File: src/rtl/alu16_regfile.sv
// Operand register file feeding the 16-bit ALU: registered A/B output stage,
// writeback port and a multi-cycle clear sequencer. Optional macro: ALU16_REGFILE_BYPASS_EN.
module alu16_regfile #(
  parameter int DATA_W  = 16,
  parameter int NREGS   = 8,
  parameter int ADDR_W  = 3,
  parameter bit ZERO_R0 = 1'b1
) (
  input  logic              clk,
  input  logic              rst_n,
  input  logic              rd_valid,
  output logic              rd_ready,
  input  logic [ADDR_W-1:0] rs1_addr,
  input  logic [ADDR_W-1:0] rs2_addr,
  output logic              op_valid,
  input  logic              op_ready,
  output logic [DATA_W-1:0] op_a,
  output logic [DATA_W-1:0] op_b,
  input  logic              wb_we,
  input  logic [ADDR_W-1:0] wb_addr,
  input  logic [DATA_W-1:0] wb_data,
  input  logic              clr_req,
  output logic              busy
);

  typedef enum logic {IDLE, CLEAR} state_t;

  localparam logic [ADDR_W-1:0] LAST = ADDR_W'(NREGS - 1);

  state_t              state, next_state;
  logic [ADDR_W-1:0]   cnt, next_cnt;
  logic                clear_en;
  logic                wb_commit;
  logic                accept;
  logic [DATA_W-1:0]   regs [NREGS];
  logic [DATA_W-1:0]   rd_a, rd_b;

  assign busy      = (state == CLEAR);
  assign rd_ready  = !busy && (!op_valid || op_ready);
  assign accept    = rd_valid && rd_ready;
  assign wb_commit = wb_we && !busy && !(ZERO_R0 && (wb_addr == '0));

  // Resolves one read port: hardwired zero, optional same-cycle writeback forwarding, else stored value.
  function automatic logic [DATA_W-1:0] read_port(input logic [ADDR_W-1:0] addr,
                                                  input logic [DATA_W-1:0] stored);
    logic [DATA_W-1:0] word;
    word = stored;
`ifdef ALU16_REGFILE_BYPASS_EN
    if (wb_commit && (wb_addr == addr)) word = wb_data;
`endif
    if (ZERO_R0 && (addr == '0)) word = '0;
    return word;
  endfunction

  always_comb begin
    rd_a = read_port(rs1_addr, regs[rs1_addr]);
    rd_b = read_port(rs2_addr, regs[rs2_addr]);
  end

  always_ff @(posedge clk or negedge rst_n) begin
    if (!rst_n) begin
      state <= IDLE;
      cnt   <= '0;
    end else begin
      state <= next_state;
      cnt   <= next_cnt;
    end
  end

  // NOTE: every variable written here gets a default first so no latch is inferred.
  always_comb begin
    next_state = state;
    next_cnt   = cnt;
    clear_en   = 1'b0;
    case (state)
      IDLE: begin
        if (clr_req) begin
          next_state = CLEAR;
          next_cnt   = '0;
        end
      end
      CLEAR: begin
        clear_en = 1'b1;
        if (cnt == LAST) begin
          next_state = IDLE;
          next_cnt   = '0;
        end else begin
          next_cnt = cnt + 1'b1;
        end
      end
      default: next_state = IDLE;
    endcase
  end

  // NOTE: the register array is reset explicitly because reset must zero the whole file;
  // state is updated with non-blocking assignments so all flops sample pre-edge values.
  always_ff @(posedge clk or negedge rst_n) begin
    if (!rst_n) begin
      for (int i = 0; i < NREGS; i++) regs[i] <= '0;
    end else if (clear_en) begin
      regs[cnt] <= '0;
    end else if (wb_commit) begin
      regs[wb_addr] <= wb_data;
    end
  end

  // Single skid-less output register: data holds while stalled and after consumption.
  always_ff @(posedge clk or negedge rst_n) begin
    if (!rst_n) begin
      op_valid <= 1'b0;
      op_a     <= '0;
      op_b     <= '0;
    end else if (accept) begin
      op_valid <= 1'b1;
      op_a     <= rd_a;
      op_b     <= rd_b;
    end else if (op_ready) begin
      op_valid <= 1'b0;
    end
  end

endmodule

File: config.mk
export PLATFORM = sky130hd
export DESIGN_NAME = alu16_regfile
export DESIGN_NICKNAME = d
export VERILOG_FILES = /design/src/rtl/alu16_regfile.sv
export SDC_FILE = /design/constraint.sdc
export NUM_CORES = 1
export LEC_CHECK = 0
export BUFFER_PORTS_ARGS = -buffer_cell sky130_fd_sc_hd__buf_4
export CAP_MARGIN = 20
export CORE_ASPECT_RATIO = 0.9
export CORE_MARGIN = 2
export CORE_UTILIZATION = 54
export CTS_BUF_LIST = sky130_fd_sc_hd__clkbuf_16
export CTS_CLUSTER_SIZE = 24
export DETAILED_ROUTE_END_ITERATION = 8
export PLACE_DENSITY_LB_ADDON = 0.25
export SLEW_MARGIN = 10
export SYNTH_ARGS = -nofsm -noshare
export SYNTH_HDL_FRONTEND = slang
export SYNTH_SLANG_ARGS = --single-unit
File: constraint.sdc
create_clock -name clk -period 1.5 [get_ports clk]
set_clock_uncertainty 0.15 [all_clocks]
set_input_delay 0.3 -clock clk [delete_from_list [all_inputs] [get_ports clk]]
set_output_delay 0.3 -clock clk [all_outputs]
set_load 0.05 [all_outputs]
Yosys cells after proc, flatten, opt, wreduce, memory -nomap -nowiden
Index checks and enable logic that the tools add are counted.
Storage, ports and cells
  register bits after elaboration: 165
  input port bits: 31
  word-level logic and storage cells: 68
Operators by class
  add/sub/neg operators: 1
  magnitude comparators: 6
  equality and inequality tests: 2
  multiplexer cells: 24
  bitwise operators: 7
  reductions and logical operators: 15
Operators by type and width (number)
  128-bit two-way mux: 2
  128-bit bitwise AND: 1
  128-bit bitwise mux: 1
  16-bit two-way mux: 8
  128-bit NOT: 1
  16-bit binary-select mux with 3-bit select: 2
  16-bit demux with 3-bit select: 2
  4-bit greater-or-equal comparator (second input constant): 4
  3-bit NOT with 4-bit output: 4
  3-bit zero test: 3
  4-bit by 1-bit less-than comparator with 1-bit output (second input constant): 2
  1-bit logical AND: 6
  3-bit two-way mux: 2
  3-bit case mux with 2 select lines: 1
  1-bit two-way mux: 5
  2-bit nonzero test: 2
  3-bit by 1-bit adder with 3-bit output (second input constant): 1
  3-bit == test (second input constant): 1
  1-bit zero test: 3
  2-bit != test (second input constant): 1
  1-bit case mux with 2 select lines: 1
  1-bit logical OR: 1
  1-bit NOT: 1

Logic depth before layout (Yosys ltp)
Gate-level depths: netlist of the first run.
  word-level depth: 8
  depth in mapped cells: 6
  gate-level depth less buffers: 4

Worst setup path before layout of the first run
OpenSTA, ideal clock, no wires.
  path type: register -> register
  from: reg state (netlist: busy)
  to: reg op_a[14]
  library setup time: 0.095 ns
  data arrival time: 1.576 ns
  path slack: -0.321 ns
  stages on the path, launching flop included: 7
  buffers on the path: 2
  period minus slack after synthesis: 1.821 ns
  cell sequence: dfrtp_1 inv_1 nand3_1 buf_2 buf_1 nand2_1 o31ai_1
On the way
  cells in the longest elaborated chain, start to end: 3
Ends and longest elaborated chain
  from (decl): RTL line 30  | state_t state, next_state;
  from (signal assigned): RTL line 65  | state <= next_state;
  1-bit zero test: RTL line 39  | assign rd_ready = !busy && (!op_valid || op_ready);
  1-bit logical AND: RTL line 39
  1-bit logical AND: RTL line 40  | assign accept = rd_valid && rd_ready;
  to (signal assigned): RTL line 115  | op_a <= rd_a;
  to (decl): RTL line 17  | output logic [DATA_W-1:0] op_a,
No other way between the ends.
A chain may end at the register's enable or synchronous reset.

Worst setup path after layout of the first run
  from: reg state (netlist: busy)
  to: reg regs[25] (netlist bit)
On the way
  cells in the longest elaborated chain, start to end: 4
Ends and longest elaborated chain
  1-bit zero test: RTL line 41  | assign wb_commit = wb_we && !busy && !(ZERO_R0 && (wb_addr == '0));
  1-bit logical AND (2 in a row): RTL line 41
  2-bit nonzero test (no source line)
  to (signal, indexed assignment): RTL line 103  | regs[wb_addr] <= wb_data;
  to (decl): RTL line 35  | logic [DATA_W-1:0] regs [NREGS];
Parallel ways exist; a longest one is shown, timed or not.

==> results of run 1 <==
==> timing repair <==
item / 4_1_cts / 5_1_grt
gates resized for setup: 89 / 295
pin swaps: 15 / 148
gates cloned: 10 / 14
endpoints found under the setup margin: 129 / 161
endpoints found under the hold margin: 207 / 0
hold buffers: 16 / 0
buffers inserted: 16 / 16
==> per-layer routing <==
layer / GRT usage / share of wire
met5: 0 / 0.0030
met2: 0.578 / 0.42
met4: 0.190 / 0.11
met1: 0.483 / 0.31
met3: 0.127 / 0.17
==> worst max path at each step <==
stage / to / depth (start not counted)
after floorplan: regs[53] / 6
after global placement: op_b[11] / 6
after detailed placement: op_b[8] / 6
after CTS: rd_ready / 4
after global routing: regs[43] / 7
final: regs[25] / 6
==> per-stage QoR <==
stage | setup TNS (ps) | setup slack (ps) | area, um^2 | util | cells
floorplan | -6000 | -81.0 | 7960 | - | 824
global placement | -4780 | -209 | 9080 | 0.648 | 1092
detailed placement | -7440 | -247 | 9080 | 0.648 | 1092
CTS | -22290 | -262 | 10500 | 0.747 | 1165
global route | -35850 | -385 | 11800 | 0.842 | 1188
finish | -31590 | -416 | 11800 | 0.842 | 1188
==> worst reg2reg max path: stages, from the launching register on <==
cell	delay (ps)
dfrtp_2	440
buf_6	150
nor3b_4	270
and3_4	350
clkbuf_16	240
nand2_2	70
o21ai_1	150
==> flip-flops by register name (all words and copies together) (netlist names) <==
register	cells
regs	112
op_a	16
op_b	16
cnt	3
busy	1
op_valid	1
==> power by group through the flow <==
stage | sequential (mW) | combinational, mW | clock, mW
floorplan | 8.02 | 3.37 | 0
CTS | 6.94 | 8.65 | 4.05
finish | 7.36 | 10.5 | 4.14
detailed placement | 6.95 | 7.28 | 0
global route | 7.38 | 10.8 | 4.29
global placement | 6.86 | 7.04 | 0
==> kinds of logic after synthesis <==
logic type | after synthesis | share of synthesized area
AOI/OAI and AO/OA | 176 | 0.148
adders and majority gates | 2 | 0.00323
buffers and inverters | 66 | 0.0470
DFF | 149 | 0.481
muxes | 100 | 0.140
and+or+nand+nor | 331 | 0.181
==> cell usage in the layout (no fill, tap or decap), drive strengths merged, types with 2 or more instances in the layout <==
cell type / synthesis / final
o221ai: 11 / 11
buf: 39 / 176
and2b: 2 / 2
and3b: 2 / 2
inv: 3 / 6
mux2: 44 / 44
nand2b: 4 / 4
nor2b: 4 / 4
nand3: 37 / 37
and2: 2 / 2
a21oi: 3 / 3
clkinvlp: 0 / 3
o22ai: 9 / 9
nand2: 256 / 256
a22oi: 11 / 11
dlygate4sd3: 0 / 16
mux4: 2 / 2
nand3b: 3 / 3
nor2: 14 / 14
o31ai: 8 / 8
mux2i: 54 / 54
o22a: 11 / 11
and3: 2 / 2
ha: 2 / 2
clkbuf: 24 / 28
bufinv: 0 / 2
clkinv: 0 / 6
a221oi: 18 / 18
a221o: 10 / 10
nor3b: 3 / 3
dfrtp: 149 / 149
o21ai: 93 / 93
==> area by class of cell <==
| cell class | count | area, um^2 | area share |
|---|---|---|---|
| sequential | 149 | 3740 | 0.318 |
| timing repair buffer | 203 | 2500 | 0.212 |
| clock inverter | 14 | 123 | 0.0104 |
| inverter | 3 | 13.8 | 0.00117 |
| clock buffer | 17 | 425 | 0.0361 |
| tap | 193 | 241 | 0.0205 |
| multi-input combinational | 609 | 4740 | 0.402 |
==> flow_summary.yaml, run 1 <==
outcome:
  outcome: "finished, violations left"
  violations: "DRC, setup timing"
routing:
  drc: 32
  routed-via-count: 8577
  antenna_left: 0
  wire_per_inst_um: 31.4
  viasPerCell: 7.22
  first_pass_iters: 9
  drt-total-wl_um: 37300
  drt-initial-drc-count: 1395
sta:
  setup_slack_ps: -416
  max_freq_ghz: 0.522
  hold_viol: 0
  period_needed_ps: 1920
  slew_headroom: 0.571
  setup_viol: 157
  drv_slew: 0
  worst-slew-pin-transition_ps: 643
  rsz0062_at_grt: "true"
  fin_crit_sh: 1.28
  whs_ps: 43.8
placement:
  gp_congestion: 0.940
  port_buffers: 65
  dp_hpwl_um: 16000
yosys:
  async_flop_share: 1.00
  ys_types: 41
  synth_top_flop_cell: "dfrtp_1"
  syn_nets: 857
  synthTopCellsByCount: "nand2_1, dfrtp_1, o21ai_0"
  syn-instance-count: 824
  synth.cell_area_um2: 7750
  ys_ff_latch: 149
  yosys.area.top_type_share: 0.481
  avgSynthCellArea_um2: 9.40
  yosysWarningCount: 0
  synth_edf_count: 0
  synth.area.top_cells: "dfrtp_1, nand2_1, mux2i_1"
  yosysTopAreaCell: "dfrtp_1"
  yosysMostFrequentCell: "nand2_1"
  ys_seq_area_frac: 0.481
critical_path:
  max_stage_delay_ps: 440
  critPathKind: "reg -> reg"
  worstPathArrival_ps: 2100
  path_cells: "buf_6, nor3b_4, and3_4, clkbuf_16, nand2_2, o21ai_1"
  worst_setup_path_end_kind: "flip-flop"
  worstPathMaxFanout: 8
  reg2reg_depth: 6
  worstSetupStartpoint: "busy"
  worstSetupStartpointType: "flip-flop"
  reg2reg_from: "busy"
  r2r_setup_slack_ps: -420
  slowest_stage: "dfrtp_2"
  rr_endpoint: "regs[25]"
  cpLargestDelayFamily: "simple AND/OR/NAND/NOR gates"
  cp_num_buf_inv: 2
  cp.required_ps: 1680
die:
  dieWidth_um: 130
  row_count: 41
  die_y_um: 118
  initial_core_util: 0.553
  ios: 66
  fp.coreArea_um2: 14000
  die-area_um2: 15300
clock_tree:
  worstSkewPairLatency_ps: 450
  htreeDepth: 4
  clkTransAtPathRegs_ps: 70
  cts-root-buf: "clkbuf_16"
  numCtsBuffers: 17
  clockBufferDepth: 2
  cts_sinks: 149
  cts_tree: "built"
flow_run:
  maxCapViolCount: 0
power_and_ir_drop:
  p_per_area_nw_per_um2: 1860
  pwr-share-clk: 0.188
  power_mw: 22.0
  p_switching_mw: 9.58
  ir_drop_uv: 1220
  leakage_nw: 5.65
  p_seq_frac: 0.335
  swShare: 0.436
  p_int_mw: 12.4
  pwr-share-comb: 0.477
final_layout:
  num-fill-cells: 668
  diodes: 0
  syn_to_final_growth_pct: 52.1
  drive_above_1_share: 0.486
  nets: 1016
hold_path:
  min_from: "wb_data[13]"
  hp-class: "in -> reg"
  whs_endpoint: "regs[45]"
  min_path_cells: 3
global_routing:
  grt_pass1_wl_um: 43400
  grt_max_degree: 54
  grt.overflow.total: 0
  grt.total_usage: 0.379
  grt_antenna_before_repair: 1
  grt_pass1_vias: 7741
(Power assumes the default switching activity.)
==> run 2: changes to the inputs <==
CELL_PAD_IN_SITES_DETAIL_PLACEMENT = 2   (was not set)
CELL_PAD_IN_SITES_GLOBAL_PLACEMENT = 2   (was not set)
CORE_UTILIZATION = 34   (was 54)
==> run 2 against run 1 <==
Against the previous run: the flow finishes with violations (setup timing); power up 5.2%; setup slack better by 59 ps; core utilization down 30 points; combinational power up 7%; non-clock buffer count up 15; clock power up 5.6%; critical path depth up 2; maximum frequency up 3.2%; routed wire length up 29%; largest power group unchanged.
==> flow_summary.yaml, run 2 (synthesis results as in run 1) <==
die:
  fp.coreArea_um2: 22400
  row_count: 52
  initial_core_util: 0.345
  die-area_um2: 24000
  ios: 66
  die_y_um: 147
  dieWidth_um: 163
final_layout:
  largest_reg_flops: 112
  largest_registers: "regs x112, op_a x16, op_b x16"
  multi_input_area_um2: 4810
  final_util: 0.542
  drive_above_1_share: 0.512
  final_cell_mix: "nand2_1, dfrtp_1, buf_4"
  regArea_um2: 3730
  nets: 1031
  num-fill-cells: 2137
  largest-register: "regs"
  diodes: 0
  syn_to_final_growth_pct: 56.9
routing:
  drc: 0
  drt-total-wl_um: 47900
  viasPerCell: 6.40
  antenna_left: 0
  wire_per_inst_um: 36.6
  routed-via-count: 8366
  first_pass_iters: 5
  drt-initial-drc-count: 793
clock_tree:
  numCtsBuffers: 17
  clockBufferDepth: 2
  cts_sinks: 149
  clkTransAtPathRegs_ps: 70
  cts-root-buf: "clkbuf_16"
  htreeDepth: 4
  cts_tree: "built"
  worstSkewPairLatency_ps: 460
critical_path:
  worstPathArrival_ps: 2020
  cp.required_ps: 1660
  cpLargestDelayFamily: "buffers and inverters"
  worstSetupStartpoint: "busy"
  critPathKind: "reg -> reg"
  path_cells: "buf_6, nor3b_4, buf_6, nand3b_1, buf_6, buf_12, nand3_1, nand2_1"
  cp_num_buf_inv: 4
  reg2reg_depth: 8
  worstPathMaxFanout: 8
  crit_path_end: "regs[89]"
  worst_setup_path_end_kind: "flip-flop"
  rr_endpoint: "regs[89]"
  reg2reg_from: "busy"
  cp.depth: 8
  r2r_setup_slack_ps: -360
  worstSetupStartpointType: "flip-flop"
  slowest_stage: "dfrtp_2"
  max_stage_delay_ps: 430
  crit_top_cell: "buf_6"
sta:
  drv_slew: 0
  setup_slack_ps: -358
  worst-slew-pin-transition_ps: 722
  hold_viol: 0
  max_freq_ghz: 0.538
  setup_viol: 157
  period_needed_ps: 1860
  fin_crit_sh: 1.24
  rsz0062_at_grt: "true"
  slew_headroom: 0.519
placement:
  gp_congestion: 0.860
  port_buffers: 65
  dp_hpwl_um: 21000
outcome:
  violations: "setup timing"
  outcome: "finished, violations left"
global_routing:
  grt_pass1_vias: 8837
  grt.overflow.total: 0
  grt_max_degree: 67
  grt_pass1_wl_um: 56500
  grt_antenna_before_repair: 0
  grt.total_usage: 0.323
power_and_ir_drop:
  power_mw: 23.1
  ir_drop_uv: 1260
  p_per_area_nw_per_um2: 1900
  leakage_nw: 5.70
flow_run:
  maxCapViolCount: 0
hold_path:
  hp-class: "in -> reg"
[run 2: cell types whose count changed in the layout (fill, tap and decap cells not counted), sizes merged]
cell,before,now
bufbuf,0,1
inv,6,4
buf,176,190
clkinv,6,8
clkbuf,28,29
dlygate4sd3,16,15
[run 2: worst min-delay path by stage]
stage / startpoint / endpoint / slack (ps) / cells after the start
final: wb_data[13] / regs[29] / 20 / 3
after global routing: wb_data[13] / regs[29] / 30 / 3
after CTS: wb_data[13] / regs[13] / 6 / 3
after floorplan: rst_n / busy / -150 / 0
after detailed placement: rst_n / regs[22] / -2 / 1
after global placement: rst_n / regs[22] / -8 / 1
[run 2: final cells by class]
class,instances,share of cell area
multi-input combinational,609,0.396
sequential,149,0.307
timing repair buffer,218,0.221
clock buffer,17,0.0350
tap,297,0.0306
clock inverter,14,0.00988
inverter,3,0.000926
[run 2: worst register-to-register path, cell delays in order, from the launching register on]
cell      delay (ps)
dfrtp_2          430
buf_6            140
nor3b_4          240
buf_6            150
nand3b_1          90
buf_6            150
buf_12           160
nand3_1          110
nand2_1          120
[run 2: stage by stage]
| step | setup WS [ps] | hold slack (ps) | instances | setup TNS [ps] | instance area, um^2 |
|---|---|---|---|---|---|
| 5_1_grt | -389 | 30.6 | 1307 | -38530 | 12200 |
| 6_report | -358 | 19.5 | 1307 | -33610 | 12200 |
| 4_1_cts | -258 | 5.75 | 1274 | -20260 | 10800 |
| 2_1_floorplan | -81.0 | -146 | 824 | -6000 | 7960 |
| 3_3_place_gp | -329 | -7.71 | 1195 | -6380 | 9160 |
| 3_5_place_dp | -336 | -1.64 | 1195 | -11250 | 9160 |
[run 2: timing repair]
action | 4_1_cts | 5_1_grt
hold buffers | 15 | 0
setup endpoints to repair | 117 | 176
pin swaps | 61 | 56
hold endpoints to repair | 189 | 0
setup buffers | 22 | 23
gates cloned | 11 | 15
resized for setup | 172 | 222
[run 2: report_power, final]
part	leakage (nW)	switching, mW	internal, mW
Sequential	1.98	1.91	5.57
Combinational	3.45	6.53	4.72
Clock	0.263	1.97	2.39
[run 2: per-layer routing]
layer,track usage,up-vias,share of wire
li1,-,3247,-
met1,0.394,4334,0.37
met2,0.551,561,0.47
met3,0.0692,224,0.080
met4,0.144,0,0.084
met5,0,-,0
==> run 3: changes to the inputs <==
GPL_TIMING_DRIVEN = 0   (was not set)
==> run 3 against run 2 <==
Against the previous run: the run still ends with setup timing left; routed wire length down 6.7%; clock power increased by 17%; final cell count down 0.54%; critical endpoint is now regs[75]; largest cell class unchanged.
==> flow_summary.yaml, run 3 (synthesis results as in run 1) <==
global_routing:
  grt.overflow.total: 0
  grt_pass1_wl_um: 58000
  grt_pass1_vias: 8640
  grt_antenna_before_repair: 0
  grt_max_degree: 97
  grt.total_usage: 0.336
routing:
  routed-via-count: 8020
  first_pass_iters: 5
  drt-total-wl_um: 44700
  drc: 0
  antenna_left: 0
  wire_per_inst_um: 34.4
  drt-initial-drc-count: 633
  viasPerCell: 6.17
clock_tree:
  clkTransAtPathRegs_ps: 70
  clockBufferDepth: 2
  cts_sinks: 149
  cts_tree: "built"
  htreeDepth: 4
  worstSkewPairLatency_ps: 450
  numCtsBuffers: 17
  cts-root-buf: "clkbuf_16"
sta:
  setup_slack_ps: -305
  worst-slew-pin-transition_ps: 752
  hold_viol: 0
  slew_headroom: 0.498
  fin_crit_sh: 1.20
  drv_slew: 0
  period_needed_ps: 1810
  rsz0062_at_grt: "true"
  whs_ps: 7.19
  max_freq_ghz: 0.554
  setup_viol: 158
critical_path:
  critPathKind: "reg -> reg"
  worstSetupStartpointType: "flip-flop"
  worstPathArrival_ps: 2020
  worstPathMaxFanout: 5
  cp.required_ps: 1720
  worst_setup_path_end_kind: "flip-flop"
power_and_ir_drop:
  leakage_nw: 5.87
  p_switching_mw: 9.85
  pwr-share-comb: 0.447
  p_per_area_nw_per_um2: 1830
  pwr-share-clk: 0.227
  ir_drop_uv: 1060
  power_mw: 22.6
  swShare: 0.436
  p_seq_frac: 0.326
  p_int_mw: 12.7
final_layout:
  final_common_cell: "nand2_1"
  nets: 1023
  final_cell_mix: "nand2_1, dfrtp_1, buf_4"
  drive_above_1_share: 0.524
  largest_reg_flops: 112
  largest_registers: "regs x112, op_a x16, op_b x16"
  largest-register: "regs"
  final_cell_area_um2: 12300
  diodes: 0
  syn_to_final_growth_pct: 59.1
  num-fill-cells: 2109
outcome:
  violations: "setup timing"
  outcome: "finished, violations left"
flow_run:
  maxCapViolCount: 0
die:
  dieWidth_um: 163
  die_y_um: 147
  ios: 66
  initial_core_util: 0.345
  fp.coreArea_um2: 22400
  die-area_um2: 24000
  row_count: 52
placement:
  gp_congestion: 0.816
  port_buffers: 62
  dp_hpwl_um: 21900
  place_area_um2: 8830
hold_path:
  hp-class: "in -> reg"
[run 3: critical path, stage by stage (launching register included)]
cell      delay (ps)
dfrtp_2          470
nand3b_4         270
nor3b_4          320
buf_4            220
buf_12           130
nand2_1           60
o21ai_1           90
[run 3: cell type report]
| type | count | area [um^2] | share of cell area |
|---|---|---|---|
| plain buffers | 60 | 800 | 0.0649 |
| clock buffers | 17 | 425 | 0.0345 |
| clock inverters | 15 | 236 | 0.0192 |
| inverters | 3 | 11.3 | 0.000914 |
| multi-input cells | 609 | 5000 | 0.406 |
| flip-flops and latches | 149 | 3740 | 0.303 |
| well taps | 297 | 372 | 0.0301 |
| repair buffers | 150 | 1740 | 0.141 |
[run 3: path summary, 6_finish.rpt]
path / from / to / slack [ps] / cells after the start
min: op_ready / op_valid / 7 / 3
max in group asynchronous: rst_n / op_a[12] / 200 / 3
min reg2reg: op_b[14] / op_b[14] / 330 / 2
min in group asynchronous: rst_n / op_a[9] / 240 / 2
max reg2reg: busy / regs[75] / -310 / 6
max: busy / regs[75] / -310 / 6
[run 3: power by group through the flow]
stage	combinational (mW)	sequential, mW	clock, mW
after detailed placement	7.03	6.99	0
after global placement	6.82	6.90	0
after CTS	8.43	7.02	5.00
after global routing	10.5	7.47	5.27
final	10.1	7.36	5.13
after floorplan	3.37	8.02	0
[run 3: routing by layer]
metal	routed length, um	GRT usage	share of wire
met5	0	0	0
met1	18000	0.425	0.40
met4	2250	0.164	0.050
met3	2610	0.0613	0.058
met2	21800	0.553	0.49
[run 3: repair_timing]
| item | 4_1_cts | 5_1_grt |
|---|---|---|
| gates cloned | 15 | 5 |
| hold buffers | 3 | 0 |
| resized for setup | 307 | 179 |
| setup endpoints to repair | 150 | 236 |
| setup buffers | 42 | 26 |
| pin swaps | 82 | 59 |
| endpoints found under the hold margin | 57 | 0 |
[run 3: metrics by stage]
step / TNS, ps / setup WS (ps) / instances / utilization
6_report: -27900 / -305 / 1300 / 0.549
5_1_grt: -33840 / -355 / 1300 / 0.549
4_1_cts: -17190 / -242 / 1275 / 0.507
3_5_place_dp: -45140 / -600 / 1184 / 0.394
2_1_floorplan: -6000 / -81.0 / 824 / -
3_3_place_gp: -174480 / -1060 / 1183 / 0.392
